### src/rtl/alu_pkg.sv
// Shared definitions for the ALU result path: opcode values, sweep size and
// collector state type.
package alu_pkg;

    localparam int NUM_OPS = 8;
    localparam int IDX_W   = 3;

    localparam logic [IDX_W-1:0] OP_SUM  = 3'd0;
    localparam logic [IDX_W-1:0] OP_RES  = 3'd1;
    localparam logic [IDX_W-1:0] OP_PRO  = 3'd2;
    localparam logic [IDX_W-1:0] OP_AND  = 3'd3;
    localparam logic [IDX_W-1:0] OP_OR   = 3'd4;
    localparam logic [IDX_W-1:0] OP_NAND = 3'd5;
    localparam logic [IDX_W-1:0] OP_NOR  = 3'd6;
    localparam logic [IDX_W-1:0] OP_XOR  = 3'd7;

    typedef enum logic [1:0] {
        S_IDLE    = 2'd0,
        S_CAPTURE = 2'd1,
        S_DRAIN   = 2'd2
    } state_t;

endpackage

### src/rtl/alu_result_buf.sv
// Per-opcode result store: one synchronous write port, one asynchronous read
// port, cleared by reset.
module alu_result_buf
    import alu_pkg::*;
#(
    parameter int WIDTH = 18,
    parameter int DEPTH = NUM_OPS
) (
    input  logic             clk,
    input  logic             rst_n,
    input  logic             wr_en,
    input  logic [IDX_W-1:0] wr_addr,
    input  logic [WIDTH-1:0] wr_data,
    input  logic [IDX_W-1:0] rd_addr,
    output logic [WIDTH-1:0] rd_data
);

    logic [WIDTH-1:0] mem [DEPTH];

    // Write one entry per cycle; reset wipes every entry.
    always_ff @(posedge clk or negedge rst_n) begin
        if (!rst_n) begin
            for (int unsigned i = 0; i < DEPTH; i++) begin
                mem[i] <= '0;
            end
        end else if (wr_en) begin
            mem[wr_addr] <= wr_data;
        end
    end

    // Asynchronous read.
    always_comb begin
        rd_data = mem[rd_addr];
    end

endmodule

### src/rtl/alu_result_collector.sv
// Collects one ascending opcode sweep of ALU results and flags, flags
// out-of-order opcodes, then drains the entries in opcode order over a
// valid/ready read port.
module alu_result_collector
    import alu_pkg::*;
#(
    parameter int DATA_WIDTH = 8
) (
    input  logic                    clk,
    input  logic                    rst_n,
    input  logic                    start,
    input  logic                    cap_valid,
    input  logic [2:0]              opcode_in,
    input  logic [2*DATA_WIDTH-1:0] result_in,
    input  logic                    carry_in,
    input  logic                    zero_in,
    input  logic                    rd_ready,
    output logic                    rd_valid,
    output logic [2:0]              rd_opcode,
    output logic [2*DATA_WIDTH-1:0] rd_result,
    output logic                    rd_carry,
    output logic                    rd_zero,
    output logic                    busy,
    output logic                    sweep_done,
    output logic                    err_order,
    output logic [3:0]              carry_count
);

    localparam int RW = 2 * DATA_WIDTH;
    localparam int EW = RW + 2;

    state_t           state;
    logic [IDX_W-1:0] exp_idx;
    logic [IDX_W-1:0] rd_idx;
    logic [IDX_W-1:0] rd_idx_nxt;
    logic [IDX_W-1:0] buf_rd_addr;
    logic             wr_en;
    logic [EW-1:0]    buf_rd_data;

    // Accept only the opcode that is next in the ascending sequence.
    always_comb begin
        wr_en = (state == S_CAPTURE) && cap_valid && (opcode_in == exp_idx);
    end

    // The read port looks one entry ahead so the registered rd_* outputs can
    // be loaded with the following entry on the same edge as a transfer;
    // while capturing it points at entry 0 for the first DRAIN cycle.
    always_comb begin
        rd_idx_nxt  = rd_idx + 3'd1;
        buf_rd_addr = (state == S_DRAIN) ? rd_idx_nxt : OP_SUM;
    end

    alu_result_buf #(
        .WIDTH (EW),
        .DEPTH (NUM_OPS)
    ) u_buf (
        .clk     (clk),
        .rst_n   (rst_n),
        .wr_en   (wr_en),
        .wr_addr (exp_idx),
        .wr_data ({result_in, carry_in, zero_in}),
        .rd_addr (buf_rd_addr),
        .rd_data (buf_rd_data)
    );

    // Sweep FSM with registered outputs: IDLE -> CAPTURE -> DRAIN -> IDLE.
    always_ff @(posedge clk or negedge rst_n) begin
        if (!rst_n) begin
            state       <= S_IDLE;
            exp_idx     <= '0;
            rd_idx      <= '0;
            rd_valid    <= 1'b0;
            rd_opcode   <= '0;
            rd_result   <= '0;
            rd_carry    <= 1'b0;
            rd_zero     <= 1'b0;
            busy        <= 1'b0;
            sweep_done  <= 1'b0;
            err_order   <= 1'b0;
            carry_count <= '0;
        end else begin
            sweep_done <= 1'b0;
            case (state)
                S_IDLE: begin
                    if (start) begin
                        state       <= S_CAPTURE;
                        busy        <= 1'b1;
                        exp_idx     <= '0;
                        err_order   <= 1'b0;
                        carry_count <= '0;
                    end
                end
                S_CAPTURE: begin
                    if (cap_valid) begin
                        if (opcode_in == exp_idx) begin
                            exp_idx     <= exp_idx + 3'd1;
                            carry_count <= carry_count + {3'b000, carry_in};
                            if (exp_idx == OP_XOR) begin
                                state     <= S_DRAIN;
                                rd_idx    <= '0;
                                rd_valid  <= 1'b1;
                                rd_opcode <= OP_SUM;
                                {rd_result, rd_carry, rd_zero} <= buf_rd_data;
                            end
                        end else begin
                            err_order <= 1'b1;
                        end
                    end
                end
                S_DRAIN: begin
                    if (rd_ready) begin
                        if (rd_idx == OP_XOR) begin
                            state      <= S_IDLE;
                            busy       <= 1'b0;
                            rd_valid   <= 1'b0;
                            sweep_done <= 1'b1;
                        end else begin
                            rd_idx    <= rd_idx_nxt;
                            rd_opcode <= rd_idx_nxt;
                            {rd_result, rd_carry, rd_zero} <= buf_rd_data;
                        end
                    end
                end
                default: begin
                    state <= S_IDLE;
                    busy  <= 1'b0;
                end
            endcase
        end
    end

endmodule

### config.mk
export PLATFORM = sky130hd
export DESIGN_NAME = alu_result_collector
export DESIGN_NICKNAME = d
export VERILOG_FILES = /design/src/rtl/alu_pkg.sv /design/src/rtl/alu_result_buf.sv /design/src/rtl/alu_result_collector.sv
export SDC_FILE = /design/constraint.sdc
export NUM_CORES = 1
export LEC_CHECK = 0
export CORE_ASPECT_RATIO = 0.9
export CORE_MARGIN = 10
export CORE_UTILIZATION = 60
export DETAILED_ROUTE_END_ITERATION = 10
export PLACE_DENSITY = 0.81
export SLEW_MARGIN = 25
export SYNTH_ARGS = -nofsm -noshare
export SYNTH_HDL_FRONTEND = slang
export SYNTH_HIERARCHICAL = 1
export SYNTH_SLANG_ARGS = --single-unit
### constraint.sdc
create_clock -name clk -period 5.9 [get_ports clk]
set_input_delay 1.77 -clock clk [delete_from_list [all_inputs] [get_ports clk]]
set_output_delay 1.77 -clock clk [all_outputs]
set_load 0.03 [all_outputs]
-- After elaboration in Yosys (flattened, before gate mapping)
Index checks and enable logic that the tools add are counted.
- register bits after elaboration: 178
- bits of input ports: 26
- output and inout port bits: 29
- word-level logic and storage cells: 114
- $add $sub $neg: 3
- $lt $le $gt $ge: 3
- equality and inequality tests: 13
- mux-type cells: 61
- bitwise operators: 3
- reductions and logical operators: 12
- operator list (kind ; number):
    $bwmux 144 ; 1
    $mux 16 ; 5
    $bmux 18 s3 ; 1
    $demux 18 s3 ; 1
    $mux 18 ; 3
    $pmux 16 s2 ; 1
    $mux 3 ; 9
    $mux 1 ; 22
    $reduce_and 6->1 ; 3
    $mux 2 ; 6
    $mux 4 ; 3
    $pmux 3 s2 ; 2
    $reduce_and 4->1 ; 3
    $ne 2x2->1 const B ; 5
    $ge 4x4->1 const B ; 2
    $not 3->4 ; 2
    $pmux 1 s2 ; 4
    $pmux 4 s2 ; 1
    $add 3x1->3 const B ; 2
    $eq 3x3->1 const B ; 2
    $ne 2x1->1 const B ; 3
    $pmux 2 s3 ; 1
    $add 4x1->4 ; 1
    $lt 4x1->1 const B ; 1
    other kinds (8) ; 11

-- Longest topological paths before layout
- depth in word-level cells: 10
- depth in mapped cells: 9
- mapped depth without buffers: 6

-- By module
The synthesis kept the hierarchy.
- by module, submodules not included (module ; instances ; cells an instance ; area each (um^2) ; sequential area each (um^2)):
    alu_result_buf ; 1 ; 375 ; 6575.1 ; 3603.5
    alu_result_collector ; 1 ; 114 ; 1587.8 ; 850.8

-- Worst setup path after synthesis
OpenSTA, ideal clock, no wires.
- kind: input port to flip-flop
- from: input port opcode_in[0]
- to: register u_buf/mem[126] (netlist name)
- setup time: 0.125 ns
- data arrival time: 3.816 ns
- required time: 5.775 ns
- path slack: 1.959 ns
- cell stages on the path: 8
- buffers on the path: 3
- path through: xor2_1 -> or3_1 -> buf_6 -> nor2_2 -> buf_2 -> nor4b_4 -> buf_8 -> mux2_4
- cells in the longest elaborated chain, start to end: 2
- ends and longest elaborated chain (what ; RTL line ; text):
    from (decl) ; alu_result_collector.sv:13 ; input logic [2:0] opcode_in,
    $eq 3x3->1 ; alu_result_collector.sv:42 ; wr_en = (state == S_CAPTURE) && cap_valid && (opcode_in == exp_idx);
    $logic_and 1x1->1 ; alu_result_collector.sv:42 ;
    named net wr_en ; alu_result_collector.sv:37 ; logic wr_en;
    to (signal, indexed assignment) ; alu_result_buf.sv:27 ; mem[wr_addr] <= wr_data;
    to (decl) ; alu_result_buf.sv:18 ; logic [WIDTH-1:0] mem [DEPTH];
The timed path passes the listed nets, and every way through them passes these cells.
A chain may end at the register's enable or synchronous reset.

-- Final worst setup path
- from: input port opcode_in[2]
- to: register u_buf/mem[13] (netlist name)
The elaborated chain is that of the path after synthesis.

==> impl_metrics.csv <==
group,metric,value,unit
final_layout,area_delta_synth_final,14.8,%
floorplanning,die_h,131,um
synthesis,syn_area,8160,um2
sta,finalMaxSlewViolations,0,
worst_setup_path,critPathMaxFanout,18,
sta,finalHoldViolCount,0,
worst_setup_path,r2r_slack,2.63,ns
worst_setup_path,r2r_end,"u_buf/mem[13]$_DFFE_PN0P_",
global_route,grt_pass1_wl,26000,um
clock_tree,insertion_delay,0.43,ns
routing,dr.pass1.iters,4,
floorplanning,core-area,13400,um2
final_layout,diodes,0,
routing,wl_per_cell,22.3,um
clock_tree,cts_tree,"done",
run,drv_cap,0,
final_layout,layout-drive-gt1-share,48.2,%
global_route,grt-ovfl-total,0,
synthesis,ys_top_cells_by_count,"dfrtp_1, mux2_2, mux4_2, mux2_4, buf_2",
clock_tree,hold_buffers,0,
min_path,worstHoldStart,"rd_result[6]$_DFFE_PN0P_",
synthesis,avgSynthCellArea,16.7,um2
synthesis,synthMuxAreaShare,36.1,%
synthesis,syn-num-nets,521,
sta,fin_crit_sh,74.7,%
routing,wirelength,16100,um
floorplanning,io_pins,55,
placement,placed_area,8780,um2
power,p_per_area,360,nW/um2
status,outcome,"complete, no violations",
sta,max_slew.worst_pin.slew,0.966,ns
placement,port_buffers,54,
global_route,grtUsageTotal,18.2,%
worst_setup_path,worstReg2RegStart,"exp_idx[0]$_DFFE_PN0P_",
routing,viasPerCell,6.08,
power,p_leak,4.44,nW
final_layout,layoutNonFillerInstCount,720,
synthesis,synth.area.top_cells,"dfrtp_1, mux2_2, mux4_2",
synthesis,synth-edff-count,0,
floorplanning,die-area,18700,um2
synthesis,synth-simple-area-share,3.66,%
sta,final.setup.tns,0,ns
synthesis,synth_cell_types,45,
global_route,antenna_found_initial,0,
placement,hpwl,9820,um
synthesis,yosys_warnings,6,
routing,drc_errors,0,
worst_setup_path,cp.arrival,4.71,ns
clock_tree,cts-root-buf,"clkbuf_16",
floorplanning,die_w,143,um
final_layout,final_nets,573,
worst_setup_path,reg2regPathDepth,5,
global_route,grt_pass1_vias,4742,
synthesis,synth_top_family_by_area,"multiplexers",
power,peakVddDrop,0.261,mV
synthesis,async_flop_share,100,%
synthesis,synthXorXnorAreaFrac,0.429,%
sta,period_minus_slack,4.41,ns
min_path,holdPathStages,1,
routing,drt_iter0_drc,219,
clock_tree,clk_pin_slew,0.06,ns
synthesis,synth-compound-area-share,1.82,%
routing,num_vias,4379,
final_layout,utilization,70.1,%
final_layout,final_area,9370,um2
synthesis,synthCells,489,
clock_tree,postCtsSetupBuffers,0,
worst_setup_path,startpoint_type,"input pin",
synthesis,ys_seq_area_share,54.6,%
worst_setup_path,required,6.20,ns
sta,max-slew-margin-rel,35.4,%
synthesis,synth_top_area_cell,"dfrtp_1",
synthesis,synth-adder-area-share,0.920,%
sta,fmax,227,MHz
power,power,3.37,mW
worst_setup_path,crit_type,"in2reg",
routing,drtAntennaViolNets,0,
global_route,grt_max_degree,117,
synthesis,synth_flop_cell,"dfrtp_1",
synthesis,netlist.area_leader.share,54.6,%
synthesis,ys_ff_latch,178,
synthesis,yosysMostFrequentCell,"dfrtp_1",
placement,post-place-ws,1.09,ns
placement,place_congestion,0.786,
clock_tree,post_cts_resized,0,
sta,hold_ws,0.487,ns
sta,rsz0062_at_grt,"false",
clock_tree,cts.path.max_buffers,2,
sta,skew,0.00599,ns
sta,setup_ws,1.49,ns
sta,finalSetupViolations,0,
min_path,hold_end,"rd_result[6]$_DFFE_PN0P_",
clock_tree,clkSinkCount,178,
min_path,hp-class,"reg2reg",
placement,place_inst,690,
clock_tree,cts_buffers,17,
worst_setup_path,endpoint_kind,"register",
floorplanning,num_rows,40,
clock_tree,htreeDepth,4,
floorplanning,start_util,61.1,%
cell type report:
| cell class | instances | area, um2 |
|---|---|---|
| clock buffer | 20 | 457 |
| clock inverter | 10 | 135 |
| fill | 850 | 3990 |
| inverter | 1 | 3.75 |
| multi-input combinational | 283 | 3510 |
| sequential | 178 | 4450 |
| tap | 168 | 210 |
| timing repair buffer | 60 | 602 |
worst max-delay path, stage by stage:
cell	delay (ns)
clkdlybuf4s50_1	0.42
xor2_1	0.18
or3_1	0.51
nor2_2	0.51
nand4_2	0.77
mux2_2	0.54
layout by cell type, fill, tap and decap left out, types with 4 or more instances in the layout:
cell type        count
mux4_2              36
buf_4                5
ha_1                 6
mux2_4              20
mux2_1               4
dfrtp_1            178
a22o_1               4
clkinv_2             4
clkbuf_16           17
nor2_1               4
clkdlybuf4s50_1     53
nand2_1              5
mux2_2             157
power by group:
group          internal [mW]  total [mW]  leakage (nW)  switching [mW]
registers               1.45        1.60          2.40           0.151
clock network          0.682        1.13         0.291           0.451
logic                  0.404       0.637          1.75           0.233
registers in the layout, summed over array words and instances (netlist names):
signal / flops
rd_result: 16
rd_zero: 1
u_buf/mem: 144
exp_idx: 3
carry_count: 4
err_order: 1
busy: 1
rd_carry: 1
sweep_done: 1
rd_valid: 1
state: 2
rd_idx: 3
cells by family (layout without fill, tap and decap cells):
kind of cell,Yosys count,after routing
adders and majority gates,6,6
buffers and inverters,28,91
and+or+nand+nor,35,35
DFF,178,178
xor gates and xnor gates,4,4
AOI/OAI and AO/OA,19,19
muxes,219,219
worst max-delay path by stage:
stage                 startpoint                          to  slack, ns  depth (start not counted)
floorplan           opcode_in[0]  u_buf/mem[126]$_DFFE_PN0P_       1.96                          8
global placement    opcode_in[2]   u_buf/mem[12]$_DFFE_PN0P_       1.17                          6
detailed placement  opcode_in[2]   u_buf/mem[17]$_DFFE_PN0P_       1.09                          6
CTS                 opcode_in[2]   u_buf/mem[13]$_DFFE_PN0P_       1.55                          6
global route        opcode_in[0]   u_buf/mem[13]$_DFFE_PN0P_       1.42                          6
finish              opcode_in[2]   u_buf/mem[13]$_DFFE_PN0P_       1.49                          6
routing by layer:
metal / wire [um] / track usage (%) / vias to the layer above
met4: 177 / 6.18 / 0
met1: 7320 / 23.5 / 2359
li1: - / - / 1942
met3: 479 / 3.93 / 11
met2: 8100 / 30.2 / 67
met5: 0 / 0 / -
Note: power is estimated with default switching activity, not from simulation.
